$ cat config.mk
export PLATFORM = sky130hd
export DESIGN_NAME = multicycle_datapath
export DESIGN_NICKNAME = d
export VERILOG_FILES = /design/src/rtl/mc_pkg.sv /design/src/rtl/mc_ctrl_fsm.sv /design/src/rtl/multicycle_datapath.sv
export SDC_FILE = /design/constraint.sdc
export NUM_CORES = 2
export LEC_CHECK = 0
export BUFFER_PORTS_ARGS = -buffer_cell sky130_fd_sc_hd__clkbuf_2
export CORE_AREA = 2 2 345 347
export CTS_BUF_LIST = sky130_fd_sc_hd__clkbuf_4 sky130_fd_sc_hd__clkbuf_8 sky130_fd_sc_hd__clkbuf_16
export CTS_CLUSTER_SIZE = 10
export DETAILED_ROUTE_END_ITERATION = 16
export DIE_AREA = 0 0 347 349
export HOLD_SLACK_MARGIN = 0.15
export PLACE_DENSITY = 0.56
export SLEW_MARGIN = 20
export SYNTH_ARGS = -nofsm -noshare
export SYNTH_HDL_FRONTEND = slang
export SYNTH_SLANG_ARGS = --single-unit
$ cat constraint.sdc
create_clock -name clk -period 30.5 [get_ports clk]
set_input_delay 3.05 -clock clk [delete_from_list [all_inputs] [get_ports clk]]
set_output_delay 3.05 -clock clk [all_outputs]
set_load 0.01 [all_outputs]
$ cat src/rtl/mc_pkg.sv
// Shared types and constants for the multicycle datapath: FSM states, IR field
// positions, ALU operation codes and default widths.
package mc_pkg;
  localparam int ADDR_W_DEF = 13;
  localparam int DATA_W_DEF = 32;
  localparam int NUM_REGS   = 15;

  localparam int RN_HI = 19;
  localparam int RN_LO = 16;
  localparam int RD_HI = 15;
  localparam int RD_LO = 12;
  localparam int RM_HI = 3;
  localparam int RM_LO = 0;

  localparam logic [3:0] PC_REG = 4'd15;

  localparam logic [3:0] ALU_ADD = 4'd0;
  localparam logic [3:0] ALU_SUB = 4'd1;
  localparam logic [3:0] ALU_AND = 4'd2;
  localparam logic [3:0] ALU_ORR = 4'd3;
  localparam logic [3:0] ALU_EOR = 4'd4;
  localparam logic [3:0] ALU_MOV = 4'd5;

  typedef enum logic [2:0] {
    FETCH  = 3'd0,
    DECODE = 3'd1,
    EXEC   = 3'd2,
    MEM    = 3'd3,
    WB     = 3'd4
  } state_t;
endpackage

$ cat src/rtl/mc_ctrl_fsm.sv
// Instruction sequencer: state register plus next-state logic, producing the
// datapath register enables and the memory request strobes.
module mc_ctrl_fsm
  import mc_pkg::*;
(
  input  logic clk,
  input  logic rst,
  input  logic imem_ack_i,
  input  logic dmem_ack_i,
  input  logic cond_ex_i,
  input  logic is_mem_i,
  input  logic mem_write_i,
  input  logic pc_src_i,
  input  logic reg_write_i,
  output logic ir_en_o,
  output logic ab_en_o,
  output logic alu_en_o,
  output logic mdr_en_o,
  output logic pc_en_o,
  output logic pc_load_o,
  output logic rf_we_o,
  output logic imem_req_o,
  output logic dmem_req_o,
  output logic dmem_we_o,
  output logic done_o
);
  state_t state_q, state_d;
  logic   run_q;

  // run_q holds off the first fetch until a clock edge after reset release
  always_ff @(posedge clk or posedge rst) begin
    if (rst) begin
      state_q <= FETCH;
      run_q   <= 1'b0;
    end else begin
      state_q <= state_d;
      run_q   <= 1'b1;
    end
  end

  // Next-state and per-state control decode
  always_comb begin
    state_d    = state_q;
    ir_en_o    = 1'b0;
    ab_en_o    = 1'b0;
    alu_en_o   = 1'b0;
    mdr_en_o   = 1'b0;
    pc_en_o    = 1'b0;
    pc_load_o  = 1'b0;
    rf_we_o    = 1'b0;
    imem_req_o = 1'b0;
    dmem_req_o = 1'b0;
    dmem_we_o  = 1'b0;
    done_o     = 1'b0;
    case (state_q)
      FETCH: begin
        imem_req_o = run_q;
        if (run_q && imem_ack_i) begin
          ir_en_o = 1'b1;
          state_d = DECODE;
        end else begin
          state_d = FETCH;
        end
      end
      DECODE: begin
        ab_en_o = 1'b1;
        state_d = EXEC;
      end
      EXEC: begin
        alu_en_o = 1'b1;
        if (!cond_ex_i) begin
          pc_en_o = 1'b1;
          done_o  = 1'b1;
          state_d = FETCH;
        end else if (is_mem_i) begin
          state_d = MEM;
        end else begin
          state_d = WB;
        end
      end
      MEM: begin
        dmem_req_o = 1'b1;
        dmem_we_o  = mem_write_i;
        if (dmem_ack_i && mem_write_i) begin
          pc_en_o = 1'b1;
          done_o  = 1'b1;
          state_d = FETCH;
        end else if (dmem_ack_i) begin
          mdr_en_o = 1'b1;
          state_d  = WB;
        end else begin
          state_d = MEM;
        end
      end
      WB: begin
        pc_en_o = 1'b1;
        done_o  = 1'b1;
        state_d = FETCH;
        // R15 is the PC, so a branch never writes the register file
        if (pc_src_i) begin
          pc_load_o = 1'b1;
        end else begin
          rf_we_o = reg_write_i;
        end
      end
      default: begin
        state_d = FETCH;
      end
    endcase
  end
endmodule

$ cat src/rtl/multicycle_datapath.sv
// Multicycle ARM-style datapath: register file, immediate extender, ALU and the
// IR/A/B/Imm/ALUOut/MDR/PC registers, sequenced by mc_ctrl_fsm.
module multicycle_datapath
  import mc_pkg::*;
#(
  parameter int ADDR_W = ADDR_W_DEF,
  parameter int DATA_W = DATA_W_DEF
) (
  input  logic              clk,
  input  logic              rst,
  output logic              imem_req,
  output logic [ADDR_W-1:0] imem_addr,
  input  logic              imem_ack,
  input  logic [31:0]       imem_rdata,
  output logic [31:0]       instr,
  input  logic [3:0]        alu_control,
  input  logic              alu_src,
  input  logic              mem_to_reg,
  input  logic              reg_write,
  input  logic              mem_write,
  input  logic              pc_src,
  input  logic              is_mem,
  input  logic              cond_ex,
  input  logic [1:0]        imm_src,
  input  logic [1:0]        reg_src,
  output logic [3:0]        alu_flags,
  output logic              dmem_req,
  output logic              dmem_we,
  output logic [DATA_W-1:0] dmem_addr,
  output logic [DATA_W-1:0] dmem_wdata,
  input  logic              dmem_ack,
  input  logic [DATA_W-1:0] dmem_rdata,
  output logic              instr_done
);
  logic [ADDR_W-1:0] pc_q;
  logic [31:0]       ir_q;
  logic [DATA_W-1:0] a_q, b_q, imm_q, alu_out_q, mdr_q;
  logic [3:0]        flags_q;
  logic [DATA_W-1:0] rf_q [0:NUM_REGS-1];

  logic              ir_en_s, ab_en_s, alu_en_s, mdr_en_s, pc_en_s, pc_load_s, rf_we_s;
  logic [3:0]        ra1_s, ra2_s;
  logic [DATA_W-1:0] rd1_s, rd2_s, r15_s, imm_ext_s;
  logic [DATA_W-1:0] src_b_s, opb_s, alu_res_s, result_s;
  logic [DATA_W:0]   sum_s;
  logic              sub_s, carry_s, ovf_s;
  logic [3:0]        nzcv_s;
  logic [ADDR_W-1:0] pc_plus1_s;

  mc_ctrl_fsm u_ctrl (
    .clk         (clk),
    .rst         (rst),
    .imem_ack_i  (imem_ack),
    .dmem_ack_i  (dmem_ack),
    .cond_ex_i   (cond_ex),
    .is_mem_i    (is_mem),
    .mem_write_i (mem_write),
    .pc_src_i    (pc_src),
    .reg_write_i (reg_write),
    .ir_en_o     (ir_en_s),
    .ab_en_o     (ab_en_s),
    .alu_en_o    (alu_en_s),
    .mdr_en_o    (mdr_en_s),
    .pc_en_o     (pc_en_s),
    .pc_load_o   (pc_load_s),
    .rf_we_o     (rf_we_s),
    .imem_req_o  (imem_req),
    .dmem_req_o  (dmem_req),
    .dmem_we_o   (dmem_we),
    .done_o      (instr_done)
  );

  // Register-file read ports; R15 reads as the word-address analogue of PC+8
  always_comb begin
    pc_plus1_s = pc_q + ADDR_W'(1'b1);
    r15_s      = DATA_W'(pc_q + ADDR_W'(2'd2));
    ra1_s      = reg_src[0] ? PC_REG : ir_q[RN_HI:RN_LO];
    ra2_s      = reg_src[1] ? ir_q[RD_HI:RD_LO] : ir_q[RM_HI:RM_LO];
    rd1_s      = (ra1_s == PC_REG) ? r15_s : rf_q[ra1_s];
    rd2_s      = (ra2_s == PC_REG) ? r15_s : rf_q[ra2_s];
  end

  // Immediate extender: 8/12-bit zero-extended or 24-bit sign-extended offset
  always_comb begin
    imm_ext_s = {DATA_W{1'b0}};
    case (imm_src)
      2'd0:    imm_ext_s = DATA_W'(ir_q[7:0]);
      2'd1:    imm_ext_s = DATA_W'(ir_q[11:0]);
      2'd2:    imm_ext_s = DATA_W'($signed(ir_q[23:0]));
      default: imm_ext_s = {DATA_W{1'b0}};
    endcase
  end

  // ALU with NZCV; subtraction is a + ~b + 1 so carry means "no borrow"
  always_comb begin
    sub_s     = (alu_control == ALU_SUB);
    src_b_s   = alu_src ? imm_q : b_q;
    opb_s     = sub_s ? ~src_b_s : src_b_s;
    sum_s     = {1'b0, a_q} + {1'b0, opb_s} + {{DATA_W{1'b0}}, sub_s};
    alu_res_s = {DATA_W{1'b0}};
    carry_s   = 1'b0;
    ovf_s     = 1'b0;
    case (alu_control)
      ALU_ADD, ALU_SUB: begin
        alu_res_s = sum_s[DATA_W-1:0];
        carry_s   = sum_s[DATA_W];
        ovf_s     = (a_q[DATA_W-1] == opb_s[DATA_W-1]) && (sum_s[DATA_W-1] != a_q[DATA_W-1]);
      end
      ALU_AND: alu_res_s = a_q & src_b_s;
      ALU_ORR: alu_res_s = a_q | src_b_s;
      ALU_EOR: alu_res_s = a_q ^ src_b_s;
      ALU_MOV: alu_res_s = src_b_s;
      default: alu_res_s = {DATA_W{1'b0}};
    endcase
    nzcv_s   = {alu_res_s[DATA_W-1], (alu_res_s == {DATA_W{1'b0}}), carry_s, ovf_s};
    result_s = mem_to_reg ? mdr_q : alu_out_q;
  end

  // Datapath pipeline registers and PC
  always_ff @(posedge clk or posedge rst) begin
    if (rst) begin
      pc_q      <= {ADDR_W{1'b0}};
      ir_q      <= 32'h0;
      a_q       <= {DATA_W{1'b0}};
      b_q       <= {DATA_W{1'b0}};
      imm_q     <= {DATA_W{1'b0}};
      alu_out_q <= {DATA_W{1'b0}};
      mdr_q     <= {DATA_W{1'b0}};
      flags_q   <= 4'h0;
    end else begin
      if (ir_en_s) ir_q <= imem_rdata;
      if (ab_en_s) begin
        a_q   <= rd1_s;
        b_q   <= rd2_s;
        imm_q <= imm_ext_s;
      end
      if (alu_en_s) begin
        alu_out_q <= alu_res_s;
        flags_q   <= nzcv_s;
      end
      if (mdr_en_s) mdr_q <= dmem_rdata;
      if (pc_en_s) pc_q <= pc_load_s ? result_s[ADDR_W-1:0] : pc_plus1_s;
    end
  end

  // General-purpose registers R0..R14
  always_ff @(posedge clk or posedge rst) begin
    if (rst) begin
      for (int i = 0; i < NUM_REGS; i++) rf_q[i] <= {DATA_W{1'b0}};
    end else if (rf_we_s && (ir_q[RD_HI:RD_LO] != PC_REG)) begin
      rf_q[ir_q[RD_HI:RD_LO]] <= result_s;
    end
  end

  assign imem_addr  = pc_q;
  assign instr      = ir_q;
  assign alu_flags  = flags_q;
  assign dmem_addr  = alu_out_q;
  assign dmem_wdata = b_q;
endmodule

==> results.md <==
* GR Util met3 at 4.168%
* CP Launch Point: alu_control[0]
* Wire length per cell at 24.92 µm
* Biggest fanout along the worst timing path at 60
* Leakage power at 19.01 nW
* Slew @ Worst Pin at 1198 ps
* CTS Root Cell: clkbuf_16
* Syn Area/Cell at 8.518 µm²
* Vias at 34390
* Flops & latches, synth at 684
* Reg2Reg Setup Slack at 25760 ps
* Min Tclk post-route at 7628 ps
* Arr. time, crit path at 8210 ps
* GP Congestion at 0.9633
* Worst setup endpoint: alu_flags[2]
* First-pass DRT Iterations at 7
* Critical path launch point type: input port
* Finished Core Util at 36.86%
* VDD IR max at 0.00007705 V
* Max-Cap Viols at 0
* CTS tree: built
* Netlist cell types at 78
* Max-slew headroom at 20.07%
* Reg-to-Reg Start: instr[16]
* Total setup buffers inserted after CTS at 0
* Clock slew at reported path FFs at 60 ps
* I/O pin count at 200
* Met2 Use GR at 39.87%
* DRT Wirelength at 151300 µm
* First-pass GRT wire length at 226100 µm
* Capturing point of the worst reg2reg path: a_q[30]
* Largest net degree at the start of global routing at 153
* CORE AREA at 117500 µm²
* Cells after Synth at 4505
* Seq/Total Area, Yosys at 44.61%
* I/O Buffers at 199
* Pins Over Slew Limit at 0
* Area delta synth->final at 12.82%
* Number of flops mapped to enable cells by yosys at 0
* # clock sinks at 684
* Nets at 4693
* DRC errors left at 0
* Fraction of layout cells with a size suffix above 1 at 13.43%
* Hold Startpoint: imm_q[18]
* Dominant cell type by area after synthesis: dfrtp_1
* Worst-Skew Late Latency at 640 ps
* DP HPWL at 92650 µm
* Vias per inst at 5.665
* Initial drt markers at 3638
* H-tree depth at 3
* Initial antenna violation count at 1
* RSZ-0062 raised after global routing: no
* Final Skew at 18.19 ps
* Post-CTS Hold Buffers at 0
* Hold violation count in the final report at 0
* FILL cells at 12000
* Num CTS Buffers at 81
* Crit share post-route at 25.01%
* # diodes at 0
* Synth warn at 0
* Synthesized area at 38370 µm²
* Non-filler cells, final at 6070
* Most numerous cell in the Yosys netlist: nand2_1
* Synth top area share at 44.61%
* Worst Hold Class: reg2reg
* PD cells at 95.14 nW/µm²
* Required @ worst endpoint at 31080 ps
* Pre-CTS WS at 22260 ps
* Reg2reg path depth at 8
* Gr usage total at 24.69%
* Status: complete, no violations
* Top Usage Layer GRT: met2
* Core Rows at 126
* Synth Flop Type: dfrtp_1
* Total chip power at 4.119 mW
* Setup violators final at 0
* ANT nets after route at 0
* M1 GR Usage at 33.09%
* Post-Syn Nets at 4689
* Setup TNS at 0 ps
* WS Path Type: in2reg
* Placed cells at 5962
* Final WS setup at 22870 ps
* GRT Residual Overflow at 0
* Die ar. at 121100 µm²
* CTS resizes at 0
* Max Buffers Root-to-Sink at 3
* CP endpoint kind: flip-flop
* Ys async rst share at 100.0%
* Die X at 347 µm
* Largest cells by area after synthesis: dfrtp_1 45%, nand2_1 9.0%, a21oi_1 6.2%, o21ai_0 4.5%, mux2i_1 4.2%
* Die height at 349 µm
* Top cells by count, synth: 915 x nand2_1, 684 x dfrtp_1, 475 x a21oi_1, 413 x nor2_1, 348 x o21ai_0
* Vias in the first global route at 33490
* Initial Utilization at 32.67%
* Fmax at 0.1311 GHz
-- worst min-delay path by stage --
stage                 to  cells past startpoint
6_report       imm_q[18]                      2
4_1_cts        imm_q[18]                      2
3_5_place_dp   imm_q[17]                      2
3_3_place_gp   imm_q[17]                      2
2_1_floorplan  imm_q[30]                      2
5_1_grt        imm_q[15]                      2
-- critical path, stage by stage --
cell and delay [ps]:
clkbuf_2 80, buf_4 560, or4b_2 650, buf_4 340, mux2i_4 340, inv_1 130
fa_1 440, nand2b_1 210, a21oi_1 280, o211a_1 290, nor2_1 100, xnor2_1 130
a221oi_1 350, nand2_1 160, a2111oi_1 440, nand4_1 220, nor3_1 230, a32o_1 180
-- cells by family (layout without fill, tap and decap cells) --
group,after synthesis,in the layout,synth area share [%]
buffers and inverters,462,491,4.679
XOR/XNOR,63,63,1.438
adder cells (fa/ha/maj),101,101,3.313
flip-flops,684,684,44.61
other,1,1,0.009772
AO/OA/AOI/OAI,1258,1258,19.52
AND/OR/NAND/NOR,1633,1633,17.57
multiplexers,303,303,8.869
-- flip-flops by register name (all words and copies together) (netlist names), 13 cells and up --
signal      count
imm_q          24
mdr_q          32
a_q            32
dmem_wdata     32
imem_addr      13
rf_q          480
instr          32
dmem_addr      32
-- stage by stage --
stage	hold slack [ps]	cell area, µm²
finish	463.8	43290
global route	507.2	43290
CTS	469.1	43290
detailed placement	455.8	40890
global placement	450.6	40880
floorplan	430.4	38370
-- per-layer routing --
metal	vias to the layer above	wire, µm
met2	1459	69500
li1	15740	-
met5	-	17
met1	16860	64090
met4	2	5898
met3	325	11770
-- layout by cell type, fill, tap and decap left out, drive strengths merged, types with 54 or more instances in the layout --
| master | count |
|---|---|
| nor2 | 413 |
| nand2 | 915 |
| dfrtp | 684 |
| o21ai | 351 |
| nand3 | 114 |
| inv | 84 |
| clkbuf | 302 |
| buf | 99 |
| a311oi | 57 |
| a21oi | 478 |
| mux2i | 162 |
| ha | 100 |
| mux2 | 126 |
| and3 | 54 |
| a31oi | 81 |
-- cell type report --
class | instances | area [µm²] | share of cell area, %
sequential | 684 | 17130 | 39.56
inverter | 85 | 326.6 | 0.7543
tap | 1536 | 1922 | 4.439
timing repair buffer | 298 | 1805 | 4.171
clock buffer | 103 | 2271 | 5.246
clock inverter | 5 | 122.6 | 0.2832
multi-input combinational | 3359 | 19720 | 45.55
-- power breakdown --
group | total [mW] | switching (mW) | internal [mW] | leakage (nW)
combinational | 1.83 | 1.25 | 0.575 | 8.52
clock | 0.929 | 0.389 | 0.540 | 1.19
sequential | 1.36 | 0.266 | 1.09 | 9.30
total | 4.12 | 1.91 | 2.21 | 19.0
No activity file was read; power rests on OpenSTA's default activity.
